<file path="src/rtl/scan_decoder.sv">
// rtl/scan_decoder.sv - registered binary-to-one-hot decoder with prescaled scan mode
// Define ACTIVE_LOW_OUT_EN to drive d inverted (reset/disabled value all ones).
module scan_decoder #(
  parameter int SEL_W    = 3,
  parameter int NUM_OUT  = 8,
  parameter int TICK_DIV = 4
) (
  input  logic               clk,
  input  logic               rst,
  input  logic               en,
  input  logic               mode,
  input  logic [SEL_W-1:0]   sel,
  input  logic               hold,
  output logic [NUM_OUT-1:0] d,
  output logic [SEL_W-1:0]   idx,
  output logic               valid,
  output logic               wrap
);

  localparam int             PW       = (TICK_DIV > 1) ? $clog2(TICK_DIV) : 1;
  localparam logic [PW-1:0]  PRE_LAST = PW'(TICK_DIV - 1);
  localparam logic [SEL_W-1:0] LAST_IDX = SEL_W'(NUM_OUT - 1);

  typedef enum logic {ST_DIRECT, ST_SCAN} state_e;

  state_e               state_q, state_d;
  logic [PW-1:0]        pre_q, pre_d;
  logic [SEL_W-1:0]     idx_q, idx_d;
  logic [NUM_OUT-1:0]   oh_q, oh_d;
  logic                 valid_q, valid_d;
  logic                 wrap_q, wrap_d;

  always_comb begin
    state_d = state_q;
    pre_d   = pre_q;
    idx_d   = idx_q;
    oh_d    = '0;
    valid_d = 1'b0;
    wrap_d  = 1'b0;
    if (!mode) begin
      state_d = ST_DIRECT;
      idx_d   = sel;
      if (en && (sel <= LAST_IDX)) begin
        oh_d    = NUM_OUT'(1) << sel;
        valid_d = 1'b1;
      end
    end else begin
      state_d = ST_SCAN;
      // Entering scan always restarts at channel 0; the step is skipped that cycle.
      if (state_q == ST_DIRECT) begin
        idx_d = '0;
        pre_d = '0;
      end else if (en && !hold) begin
        if (pre_q == PRE_LAST) begin
          pre_d = '0;
          if (idx_q == LAST_IDX) begin
            idx_d  = '0;
            wrap_d = 1'b1;
          end else begin
            idx_d = idx_q + SEL_W'(1);
          end
        end else begin
          pre_d = pre_q + PW'(1);
        end
      end
      if (en) begin
        oh_d    = NUM_OUT'(1) << idx_d;
        valid_d = 1'b1;
      end
    end
  end

  always_ff @(posedge clk or posedge rst) begin
    if (rst) begin
      state_q <= ST_DIRECT;
      pre_q   <= '0;
      idx_q   <= '0;
      oh_q    <= '0;
      valid_q <= 1'b0;
      wrap_q  <= 1'b0;
    end else begin
      state_q <= state_d;
      pre_q   <= pre_d;
      idx_q   <= idx_d;
      oh_q    <= oh_d;
      valid_q <= valid_d;
      wrap_q  <= wrap_d;
    end
  end

`ifdef ACTIVE_LOW_OUT_EN
  assign d = ~oh_q;
`else
  assign d = oh_q;
`endif
  assign idx   = idx_q;
  assign valid = valid_q;
  assign wrap  = wrap_q;

endmodule

</file>
<file path="config.mk">
export PLATFORM = sky130hd
export DESIGN_NAME = scan_decoder
export DESIGN_NICKNAME = d
export VERILOG_FILES = /design/src/rtl/scan_decoder.sv
export SDC_FILE = /design/constraint.sdc
export NUM_CORES = 1
export LEC_CHECK = 0
export ABC_AREA = 1
export CAP_MARGIN = 20
export CORE_MARGIN = 3
export CORE_UTILIZATION = 59
export DETAILED_ROUTE_END_ITERATION = 10
export DONT_BUFFER_PORTS = 1
export PLACE_DENSITY = 0.72
export SLEW_MARGIN = 20
export SYNTH_ARGS = -nofsm -noshare
export SYNTH_HDL_FRONTEND = slang
export SYNTH_SLANG_ARGS = --single-unit
</file>
<file path="constraint.sdc">
create_clock -name clk -period 1.8 [get_ports clk]
set_input_delay 0.09 -clock clk [delete_from_list [all_inputs] [get_ports clk]]
set_output_delay 0.09 -clock clk [all_outputs]
set_load 0.02 [all_outputs]
</file>
-- Word level (Yosys, flattened, before mapping)
Index checks and enable logic that the tools add are counted.
- bitwise gates (word level): 0
- reduce and logical (&&, ||, !) cells: 4
- mux-type cells: 21
- div/mod/pow operators: 0
- shift operators: 2
- $lt $le $gt $ge: 1
- multiply operators: 0
- equal/unequal tests: 3
- add/subtract/negate cells: 2
- operator list (kind ; number):
    two-way mux 8 bit ; 3
    two-way mux 3 bit ; 6
    << shifter 1 x 3 -> 8 bit, first input constant ; 2
    two-way mux 1 bit ; 9
    two-way mux 2 bit ; 3
    adder 3 x 1 -> 3 bit, second input constant ; 1
    == test 3 bit, second input constant ; 1
    less-or-equal comparator 3 bit, second input constant ; 1
    adder 2 x 1 -> 2 bit, second input constant ; 1
    == test 2 bit, second input constant ; 1
    logical AND 1 bit ; 2
    inequality test 2 x 1 -> 1 bit, second input constant ; 1
    AND reduction 2 bit ; 1
    logical NOT 1 bit ; 1
- memories: 0
- logic and storage cells: 39
- bits of input ports: 8
- bits in registers: 16
- bits in writable memories: 0
- bits in read-only memories: 0
- latch bits: 0

-- Longest topological paths before layout
- depth in word-level cells: 9
- depth in mapped cells: 9
- depth with buffers taken out: 9

-- Worst setup path after synthesis
No wires, ideal clock.
- path type: reg-to-reg
- start point: register idx_q[0] (netlist: idx[0])
- end point: register oh_q[3] (netlist: d[3])
- library setup time: 116 ps
- cell stages (with the launch flop): 10
- slack: 328 ps
- arrival: 1356 ps
- path buffers: 0
- period minus slack after synthesis: 1472 ps
- cell sequence: dfrtp_1 ha_1 ha_1 inv_1 nand4_1 nand3_1 nand2_1 inv_1 nand2_1 nand2_1
- longest elaborated chain between the ends: 9
- elaborated cells on any way between the ends: 10
- RTL lines (element ; line ; text):
    start, declared ; 28 ; logic [SEL_W-1:0] idx_q, idx_d;
    start signal, assigned ; 84 ; idx_q <= idx_d;
    adder 3 x 1 -> 3 bit or == test 3 bit (tied branches) ; 60, 56 ;
    two-way mux 3 bit ; 56 ; if (idx_q == LAST_IDX) begin
    two-way mux 3 bit ; 54 ; if (pre_q == PRE_LAST) begin
    two-way mux 3 bit * ; 53 ; end else if (en && !hold) begin
    two-way mux 3 bit * ; 50 ; if (state_q == ST_DIRECT) begin
    two-way mux 3 bit * ; 40 ; if (!mode) begin
    << shifter 1 x 3 -> 8 bit * ; 67 ; oh_d = NUM_OUT'(1) << idx_d;
    two-way mux 8 bit * ; 66 ; if (en) begin
    two-way mux 8 bit * ; 40 ;
    net oh_d[3] ; 29 ; logic [NUM_OUT-1:0] oh_q, oh_d;
    end signal, assigned ; 85 ; oh_q <= oh_d;
    end, declared ; 29 ;
Mark *: on every way through the listed nets, which the timed path passes. The rest lies on a longest branch. The select of a mux whose other input is x is not followed.
A chain may end at the register's enable or synchronous reset.

-- Worst setup path after layout
- start point: register idx_q[1] (netlist: idx[1])
- end point: register oh_q[2] (netlist: d[2])
The elaborated chain is that of the path after synthesis.

==> flow_summary.yaml <==
route:
  first_pass_iters: 4
  drtIter0Drc: 33
  drc: 0
  vias: 726
  avgRoutedWirePerCell_um: 15.5
  via_per_inst: 5.85
  drtAntennaViolNets: 0
  routed_wl_um: 1930
timing:
  clock.fmax_mhz: 608
  finalCritPeriodShare_pct: 91.4
  rsz0062_at_grt: "no"
  setup-tns-final_ns: 0
  finalHoldViolations: 0
  setup_viol: 0
  maxSlewHeadroom_pct: 60.5
  worstMarginPinSlew_ns: 0.593
  clock_skew_ns: 0.000794
  final_max_slew_viol_count: 0
  period_minus_slack_ns: 1.65
grt:
  grt_overflow_total: 0
  grtUsageTotal_pct: 23.7
  grt_max_degree: 17
  grt_pass1_wl_um: 3320
  grt_pass1_vias: 725
  grt_antenna_before_repair: 0
synth:
  synth_cells: 102
  ys_seq_area_share_pct: 48.3
  yosysTopAreaCell: "dfrtp_1"
  ys_top_cells_by_count: "nand2_1 (24), inv_1 (19), dfrtp_1 (16)"
  syn-num-nets: 113
  synth_edf_count: 0
  yosys.cell_count.top_type: "nand2_1"
  synth_area_leaders: "dfrtp_1 (48%), nand2_1 (11%), inv_1 (8.6%)"
  yosys_warnings: 0
  synth_area_um2: 828
  avgSynthCellArea_um2: 8.12
  async_reset_ff_share_pct: 100
  yosys.area.top_type_share_pct: 48.3
  synthFlopType: "dfrtp_1"
  synth-seq-cells: 16
  synth.distinct_cells: 20
floorplan:
  die_x_um: 43.5
  core.rowCount: 12
  io_pins: 21
  core_area_mm2: 0.00120
  chipHeight_um: 43.5
  dieArea_mm2: 0.00189
  initial_core_util_pct: 69.0
worst_setup_path:
  cp-startpoint: "idx[1]"
  critPathArrivalTime_ns: 1.86
  critPathLaunchType: "register"
  reg2reg_slack_ns: 0.15
  rr_worst_depth: 7
  cp_num_cells: 7
  cpMaxStageDelayCell: "dfrtp_1"
  critPathMaxStageDelay_ns: 0.48
  critPathBufInv: 1
  crit_family: "flip-flops"
  end_kind: "register"
  path_cells: "ha_1 > ha_1 > inv_1 > nand4_1 > nand3_1 > nand2_1 > o21bai_1"
  timing.rr.start: "idx[1]"
  path_class: "register to register"
  worst-path-max-fanout: 4
  crit_path_frequent_cell: "ha_1"
  required_ns: 2.01
cts:
  cts_inserted_buffers: 3
  clock-root-buffer: "clkbuf_4"
  cts_buffer_depth: 2
  cts.sinks: 16
  cts_setup_buffers: 0
  cts-hold-fix-buffers: 5
  post_cts_resized: 0
  insertion_delay_ns: 0.29
  cts_tree: "done"
  clkTransAtPathRegs_ns: 0.09
  htreeDepth: 1
cells_and_area:
  layout.nets: 122
  multiInputGateArea_um2: 344
  area_growth_pct: 12.4
  fillers: 82
  num_antenna_cells: 0
  layout-drive-gt1-share_pct: 10.0
  register_area_um2: 400
placed_design:
  hpwl_um: 1260
  port_buffers: 0
  place_congestion: 0.836
min_path:
  hold_start: "sel[1]"
  whs_path_depth: 4
  hp-class: "input pin to register"
pwr:
  p_per_area_mw_per_mm2: 797
  peakVddDrop_mv: 0.656
  p_total_uw: 742
  p_leak_uw: 0.000510
outcome:
  status: "completed"
run:
  maxCapViolations: 0
## through the flow
step | area, um2 | instances | hold slack [ns] | setup slack (ns) | utilization [%]
6_report | 931 | 124 | 0.0134 | 0.154 | 77.5
3_5_place_dp | 845 | 115 | 0.0718 | 0.204 | 70.3
2_1_floorplan | 828 | 102 | 0.00374 | 0.328 | -
3_3_place_gp | 845 | 115 | 0.0576 | 0.251 | 70.3
4_1_cts | 931 | 124 | 0.00436 | 0.181 | 77.5
5_1_grt | 931 | 124 | 0.0260 | 0.00175 | 77.5
## layer usage
layer	global-route usage, %	part of all wire [%]
met3	7.05	9.9
met1	29.2	40
met4	10.8	2.1
met5	0	0
met2	38.1	48
## final cells by class
cell class,count,area share [%]
Multi-Input combinational cell,64,37.0
Inverter,20,8.06
Timing Repair Buffer,6,6.18
Tap cell,14,1.88
Sequential cell,16,43.0
Clock buffer,4,3.90
## worst register-to-register path: stages (launching register included)
cell      delay, ns
dfrtp_1        0.48
ha_1           0.23
ha_1           0.26
inv_1          0.05
nand4_1        0.10
nand3_1        0.11
nand2_1        0.15
o21bai_1       0.20
## path summary, 6_finish.rpt
| check | end |
|---|---|
| setup / recovery | d[2] |
| hold / removal | d[3] |
| setup reg to reg | d[2] |
| hold reg to reg | pre_q[0] |
| max in group asynchronous | state_q |
| min in group asynchronous | d[5] |
## where the power goes
part           total, uW  internal [uW]  switching, uW
combinational       98.8           34.9           63.9
sequential           405            377           27.6
clock                238            123            114
total                742            536            206
## cell families (layout without fill, tap and decap cells)
family / count (synthesis) / after routing / synth area share [%]
and+or+nand+nor: 49 / 49 / 27.9
buffers and inverters: 22 / 30 / 10.1
DFF: 16 / 16 / 48.3
AOI/OAI and AO/OA: 11 / 11 / 7.85
adders and majority gates: 3 / 3 / 4.53
muxes: 1 / 1 / 1.21
## cells in the final DEF, fill, tap and decap left out, types with 2 or more instances in the layout
cell type / instances
nand3_1: 7
nand4_1: 2
nor3_1: 2
clkbuf_4: 3
o21ai_0: 4
dfrtp_1: 16
inv_1: 19
o21ai_1: 2
nand3_2: 3
nor2_1: 8
ha_1: 3
o21bai_1: 4
dlygate4sd3_1: 5
nand2_1: 24
## registers in the layout, summed over array words and instances (netlist names)
name	count
valid	1
wrap	1
d	8
idx	3
pre_q	2
state_q	1
Note: power is estimated with default switching activity, not from simulation.
